File: config.mk
export PLATFORM = sky130hd
export DESIGN_NAME = iboot_rom_load_sequencer
export DESIGN_NICKNAME = d
export VERILOG_FILES = /design/src/rtl/iboot_rom_load_sequencer.sv
export SDC_FILE = /design/constraint.sdc
export NUM_CORES = 1
export LEC_CHECK = 0
export BUFFER_PORTS_ARGS = -buffer_cell sky130_fd_sc_hd__clkbuf_2
export CORE_UTILIZATION = 46
export CTS_BUF_LIST = sky130_fd_sc_hd__clkbuf_4
export DETAILED_ROUTE_END_ITERATION = 10
export PLACE_DENSITY = 0.85
export SLEW_MARGIN = 15
export SYNTH_ARGS = -nofsm -noshare
export SYNTH_HDL_FRONTEND = slang
export SYNTH_SLANG_ARGS = --single-unit
File: constraint.sdc
create_clock -name iCLOCK -period 1.65 [get_ports iCLOCK]
set_input_delay 0.0825 -clock iCLOCK [delete_from_list [all_inputs] [get_ports iCLOCK]]
set_output_delay 0.0825 -clock iCLOCK [all_outputs]
set_load 0.005 [all_outputs]
File: src/rtl/iboot_rom_load_sequencer.sv
// Copies a contiguous range of boot-ROM words into the iboot ROM FIFO write port, one read at a time.
// Define IBOOT_ROM_LOAD_SEQUENCER_CHECKSUM_EN to add the oCHECKSUM running sum of written words.
module iboot_rom_load_sequencer #(
   parameter int N   = 32,
   parameter int A_N = 10
) (
   input  logic           iCLOCK,
   input  logic           iRESET_SYNC,
   input  logic           iSTART,
   input  logic           iABORT,
   input  logic [A_N-1:0] iBASE_ADDR,
   input  logic [A_N:0]   iWORD_COUNT,
   output logic           oBUSY,
   output logic           oDONE,
   output logic           oROM_REQ,
   output logic [A_N-1:0] oROM_ADDR,
   input  logic           iROM_VALID,
   input  logic [N-1:0]   iROM_DATA,
   output logic           oFIFO_WR_EN,
   output logic [N-1:0]   oFIFO_WR_DATA,
   input  logic           iFIFO_WR_FULL
`ifdef IBOOT_ROM_LOAD_SEQUENCER_CHECKSUM_EN
   ,
   output logic [N-1:0]   oCHECKSUM
`endif
);

   typedef enum logic [2:0] {IDLE, FETCH, WAIT, PUSH, DONE} state_t;

   state_t         state;
   logic [A_N-1:0] addr;
   logic [A_N:0]   remaining;
   logic [N-1:0]   hold;
   logic           busy_q;
   logic           done_q;
   logic           req_q;
   logic           wr;

   // The write strobe follows full combinationally; abort and reset both veto it in their own cycle.
   assign wr            = (state == PUSH) && !iFIFO_WR_FULL && !iABORT && !iRESET_SYNC;
   assign oFIFO_WR_EN   = wr;
   assign oFIFO_WR_DATA = hold;
   assign oROM_ADDR     = addr;
   assign oBUSY         = busy_q;
   assign oDONE         = done_q;
   assign oROM_REQ      = req_q;

   always_ff @(posedge iCLOCK) begin
      if (iRESET_SYNC) begin
         state     <= IDLE;
         addr      <= '0;
         remaining <= '0;
         hold      <= '0;
         busy_q    <= 1'b0;
         done_q    <= 1'b0;
         req_q     <= 1'b0;
      end else if (iABORT) begin
         state  <= IDLE;
         busy_q <= 1'b0;
         done_q <= 1'b0;
         req_q  <= 1'b0;
      end else begin
         req_q  <= 1'b0;
         done_q <= 1'b0;
         case (state)
            IDLE: begin
               if (iSTART) begin
                  addr      <= iBASE_ADDR;
                  remaining <= iWORD_COUNT;
                  busy_q    <= 1'b1;
                  if (iWORD_COUNT == '0) begin
                     state  <= DONE;
                     done_q <= 1'b1;
                  end else begin
                     state <= FETCH;
                     req_q <= 1'b1;
                  end
               end
            end
            FETCH: state <= WAIT;
            WAIT: begin
               if (iROM_VALID) begin
                  hold  <= iROM_DATA;
                  state <= PUSH;
               end
            end
            PUSH: begin
               if (wr) begin
                  addr      <= addr + A_N'(1);
                  remaining <= remaining - (A_N+1)'(1);
                  if (remaining == (A_N+1)'(1)) begin
                     state  <= DONE;
                     done_q <= 1'b1;
                  end else begin
                     state <= FETCH;
                     req_q <= 1'b1;
                  end
               end
            end
            DONE: begin
               state  <= IDLE;
               busy_q <= 1'b0;
            end
            default: begin
               state  <= IDLE;
               busy_q <= 1'b0;
            end
         endcase
      end
   end

`ifdef IBOOT_ROM_LOAD_SEQUENCER_CHECKSUM_EN
   logic [N-1:0] csum;

   // Cleared only by an accepted start so the value stays readable after DONE.
   always_ff @(posedge iCLOCK) begin
      if (iRESET_SYNC) begin
         csum <= '0;
      end else if ((state == IDLE) && iSTART && !iABORT) begin
         csum <= '0;
      end else if (wr) begin
         csum <= csum + hold;
      end
   end

   assign oCHECKSUM = csum;
`endif

endmodule
======== Word-level counts from Yosys, hierarchy flattened ========
Index checks and enable logic that the tools add are counted.
cells by class
  add/sub/neg operators ................... 2
  $mul .................................... 0
  div/mod/pow operators ................... 0
  $lt $le $gt $ge ......................... 0
  equality and inequality tests ........... 7
  shift operators ......................... 0
  mux-type cells .......................... 24
  bitwise operators ....................... 2
  reduce and logical (&&, ||, !) cells .... 15
operator list
  operator               count
  $mux 11                2
  $pmux 11 s2            1
  $mux 10                2
  $pmux 10 s2            1
  $mux 3                 5
  $pmux 3 s4             1
  $eq 11x1->1 const B    1
  $logic_not 11->1       1
  $sub 11x1->11 const B  1
  $add 10x1->10 const B  1
  $mux 1                 9
  $eq 3x2->1 const B     2
  $ne 2x2->1 const B     3
  $pmux 1 s2             3
  $reduce_and 3->1       2
  $reduce_and 4->1       1
  $eq 3x1->1 const B     1
  $logic_and 1x1->1      3
  $logic_not 1->1        3
  $logic_not 3->1        1
  $reduce_or 3->1        1
  $not 1->1              2
  $reduce_and 2->1       1
  $reduce_bool 2->1      1
  $reduce_or 2->1        1
storage, ports and cells
  bits in registers ....................... 59
  bits in latches ......................... 0
  RAM bits ................................ 0
  bits in read-only memories .............. 0
  input port bits ......................... 59
  output and inout bits ................... 46
  logic and storage cells ................. 57
  memories kept ........................... 0

======== Longest topological paths before layout ========
  depth in word-level cells ............... 6
  gate-level depth with buffers ........... 7
  mapped depth without buffers ............ 6

======== Least setup slack after synthesis ========
No wires, ideal clock.
  kind .................................... register to register
  start point ............................. reg remaining[0]
  end point ............................... reg remaining[6]
  setup time .............................. 0.133 ns
  arrival ................................. 1.586 ns
  required time ........................... 1.517 ns
  setup slack ............................. -0.069 ns
  cell stages (with the launch flop) ...... 7
  buffers on the path ..................... 0
  period minus slack after synthesis ...... 1.719 ns
  cell sequence ........................... dfxtp_1 inv_1 ha_1 or4b_4 or3_1 a21oi_1 o32ai_2
between the ends
  longest elaborated chain between the ends .. 3
ends and longest elaborated chain
  element                 RTL line  RTL
  start, declared         32        logic [A_N:0] remaining;
  start signal, assigned  69        remaining <= iWORD_COUNT;
  start signal, assigned  90        remaining <= remaining - (A_N+1)'(1);
  $sub 11x1->11           90
  $mux 11                 88        if (wr) begin
  $pmux 11 s2             65        case (state)
Every way passes these cells. The select of a mux whose other input is x is not followed.
A chain may end at the register's enable or synchronous reset.

======== Final worst setup path ========
  start point ............................. reg remaining[0]
  end point ............................... reg remaining[8]
Same word-level chain as after synthesis.

==> out/metrics.cfg <==
[placement]
dp_hpwl_um = 5790
place.gp.congestion = 0.902
place_area_um2 = 3650
place_ws_ns = -0.101
io_buffers = 104

[floorplan]
die_h_um = 81.5
dieArea_um2 = 6650
floorplan.rows = 28
die_w_um = 81.5
num_io_pins = 105
initial_core_util_pct = 48.3
core_um2 = 6030

[cts]
cts-buffers-inserted = 9
cts-root-buf = clkbuf_4
cts.sinks = 59
clk_pin_slew_worst_paths_ns = 0.10
cts_buffer_depth = 2
cts_tree = yes
insertion_delay_ns = 0.39
htreeDepth = 3

[sta]
fin_tns_setup_ns = -0.0903
setup_slack_ns = -0.0625
hold_viol_final = 0
finalSetupViolations = 2
slew_violations = 0
max_clock_freq_ghz = 0.584
timing.slew.headroom_pct = 56.7
period_minus_slack_ns = 1.71
finalCritPeriodShare_pct = 104
skew_ns = 0.0144
rsz0062_at_grt = yes
tightest_slew_ns = 0.645
fin_hold_ws_ns = 0.0183

[run]
drv_cap = 0

[run_status]
outcome = finished with violations
violations = negative setup slack

[detailed_routing]
firstDrtPassIters = 4
vias = 3411
ant_nets = 0
wl_per_cell_um = 14.6
drc = 0
routed_via_density = 5.63
finalWirelength_um = 8880
drt_iter0_drc = 225

[critical_path]
cp-end-kind = flop
worst_path_largest_cell_delay_ns = 0.47
worstPathArrival_ns = 1.98
cp-endpoint = remaining[8]
cp_max_fo = 4
timing.critical_path.from = remaining[0]
reg2reg_to = remaining[8]
slowest_stage = or4b_4
r2r_start = remaining[0]
r2r.worst_path.cells = 6
cp-start-kind = flop
required_ns = 1.92
crit_type = reg -> reg
cp_cell_sequence = inv_2, ha_4, or4b_4, or2_4, o41ai_2, o21ai_1
rrSetupSlack_ns = -0.06

[grt]
grt_pass1_wl_um = 13800
grt_max_degree = 41
first_global_vias = 3171
antenna_found_initial = 0
grt_usage_pct = 27.0
grt_overflow_total = 0

[finish]
finalInstanceArea_um2 = 4230
seq_area_um2 = 1190
final_common_cell = clkbuf_2
final_cell_mix = clkbuf_2 (104), nand2_1 (78), dfxtp_1 (53)
multi_input_area_um2 = 1670
post-route-util_pct = 70.2
num-fill-cells = 481
drive_above_1_share_pct = 34.1
fin_nets = 589
area_growth_pct = 45.4
diodes = 0

[logic_synthesis]
synth-seq-cells = 59
synth_edf_count = 0
synthFlopType = dfxtp_1
ys_seq_area_share_pct = 40.6
yosys_warnings = 0
netlist_instances = 369
synth_area_um2 = 2910
syn_nets = 431
synthArstFlopShare_pct = 0
synth_cell_types = 54
avgSynthCellArea_um2 = 7.89

[power]
combPwrFrac_pct = 16.4
clock_power_share_pct = 33.0
p_seq_share_pct = 50.6
p_sw_uw = 802
internal_power_uw = 2160
power.density_nw_per_um2 = 701
ir_drop_mv = 0.497
p_leak_uw = 0.00177
sw_frac_of_total_pct = 27.1

[worst_hold_path]
hold_path.class = in -> reg

synthesized netlist by cell type, types with 5 or more instances:
master	n	share of area [%]
buf_2	13	2.2
nand4_1	5	1.1
nor2_1	19	2.5
nand2b_1	6	1.3
and2_1	9	1.9
nand2_1	78	10
o21ai_0	20	3.4
a21oi_1	49	8.4
nor4_1	7	1.5
dfxtp_1	59	41
clkbuf_1	11	1.4
nand3_1	5	0.86
nor3_1	6	1.0
flip-flops by register name, indices dropped and copies added (netlist names):
signal / flops
state: 3
oROM_REQ: 1
oBUSY: 1
remaining: 11
oDONE: 1
oFIFO_WR_DATA: 32
oROM_ADDR: 10
metrics by stage:
stage	total power (uW)	cells
after global routing	3090	606
after global placement	1890	549
final	2970	606
after CTS	2950	603
after floorplan	1720	369
after detailed placement	1900	549
per-layer routing:
layer	routed length, um	vias to the layer above	track usage, %
met5	0	-	0
met4	390	0	17.9
met3	567	38	6.00
met2	4400	157	45.8
met1	3510	1573	30.3
li1	-	1643	-
power groups by stage:
stage | Sequential (uW) | Combinational (uW) | Clock, uW
finish | 1500 | 485 | 979
global route | 1510 | 525 | 1060
global placement | 1530 | 365 | 0
floorplan | 1520 | 198 | 0
CTS | 1500 | 460 | 992
detailed placement | 1530 | 373 | 0
layout make-up:
class	count	area share [%]
clock buffer	9	1.60
timing repair buffer	173	26.9
multi-input combinational	280	39.5
clock inverter	6	1.36
tap	75	2.22
inverter	4	0.355
sequential	59	28.1
worst max-delay path: cells and delay by family, from the launching register on:
| family | cells | cell delay, ns |
|---|---|---|
| compound gates | 2 | 0.31 |
| fa+ha+maj | 1 | 0.12 |
| buf+inv | 1 | 0.08 |
| flops | 1 | 0.34 |
| simple gates | 2 | 0.75 |
logic make-up after synthesis:
family / after synthesis / share of synthesized area (%)
AOI/OAI and AO/OA: 107 / 22.7
and+or+nand+nor: 168 / 30.0
DFF: 59 / 40.6
adders and majority gates: 3 / 1.29
buffers and inverters: 31 / 5.12
muxes: 1 / 0.344
worst min path at each step:
stage / start / to / cells after the start
2_1_floorplan: iROM_DATA[0] / oFIFO_WR_DATA[0] / 2
3_3_place_gp: iROM_DATA[28] / oFIFO_WR_DATA[28] / 3
3_5_place_dp: iROM_DATA[12] / oFIFO_WR_DATA[12] / 3
4_1_cts: iBASE_ADDR[0] / oROM_ADDR[0] / 4
5_1_grt: iBASE_ADDR[0] / oROM_ADDR[0] / 4
6_report: iFIFO_WR_FULL / state[1] / 3
timing repair:
item	4_1_cts	5_1_grt
pin swaps	4	4
setup buffers	5	2
hold buffers	34	0
cloned	0	1
resized for setup	7	12
endpoints found under the hold margin	34	0
endpoints found under the setup margin	16	52
Power figures use the tool's default switching activity.
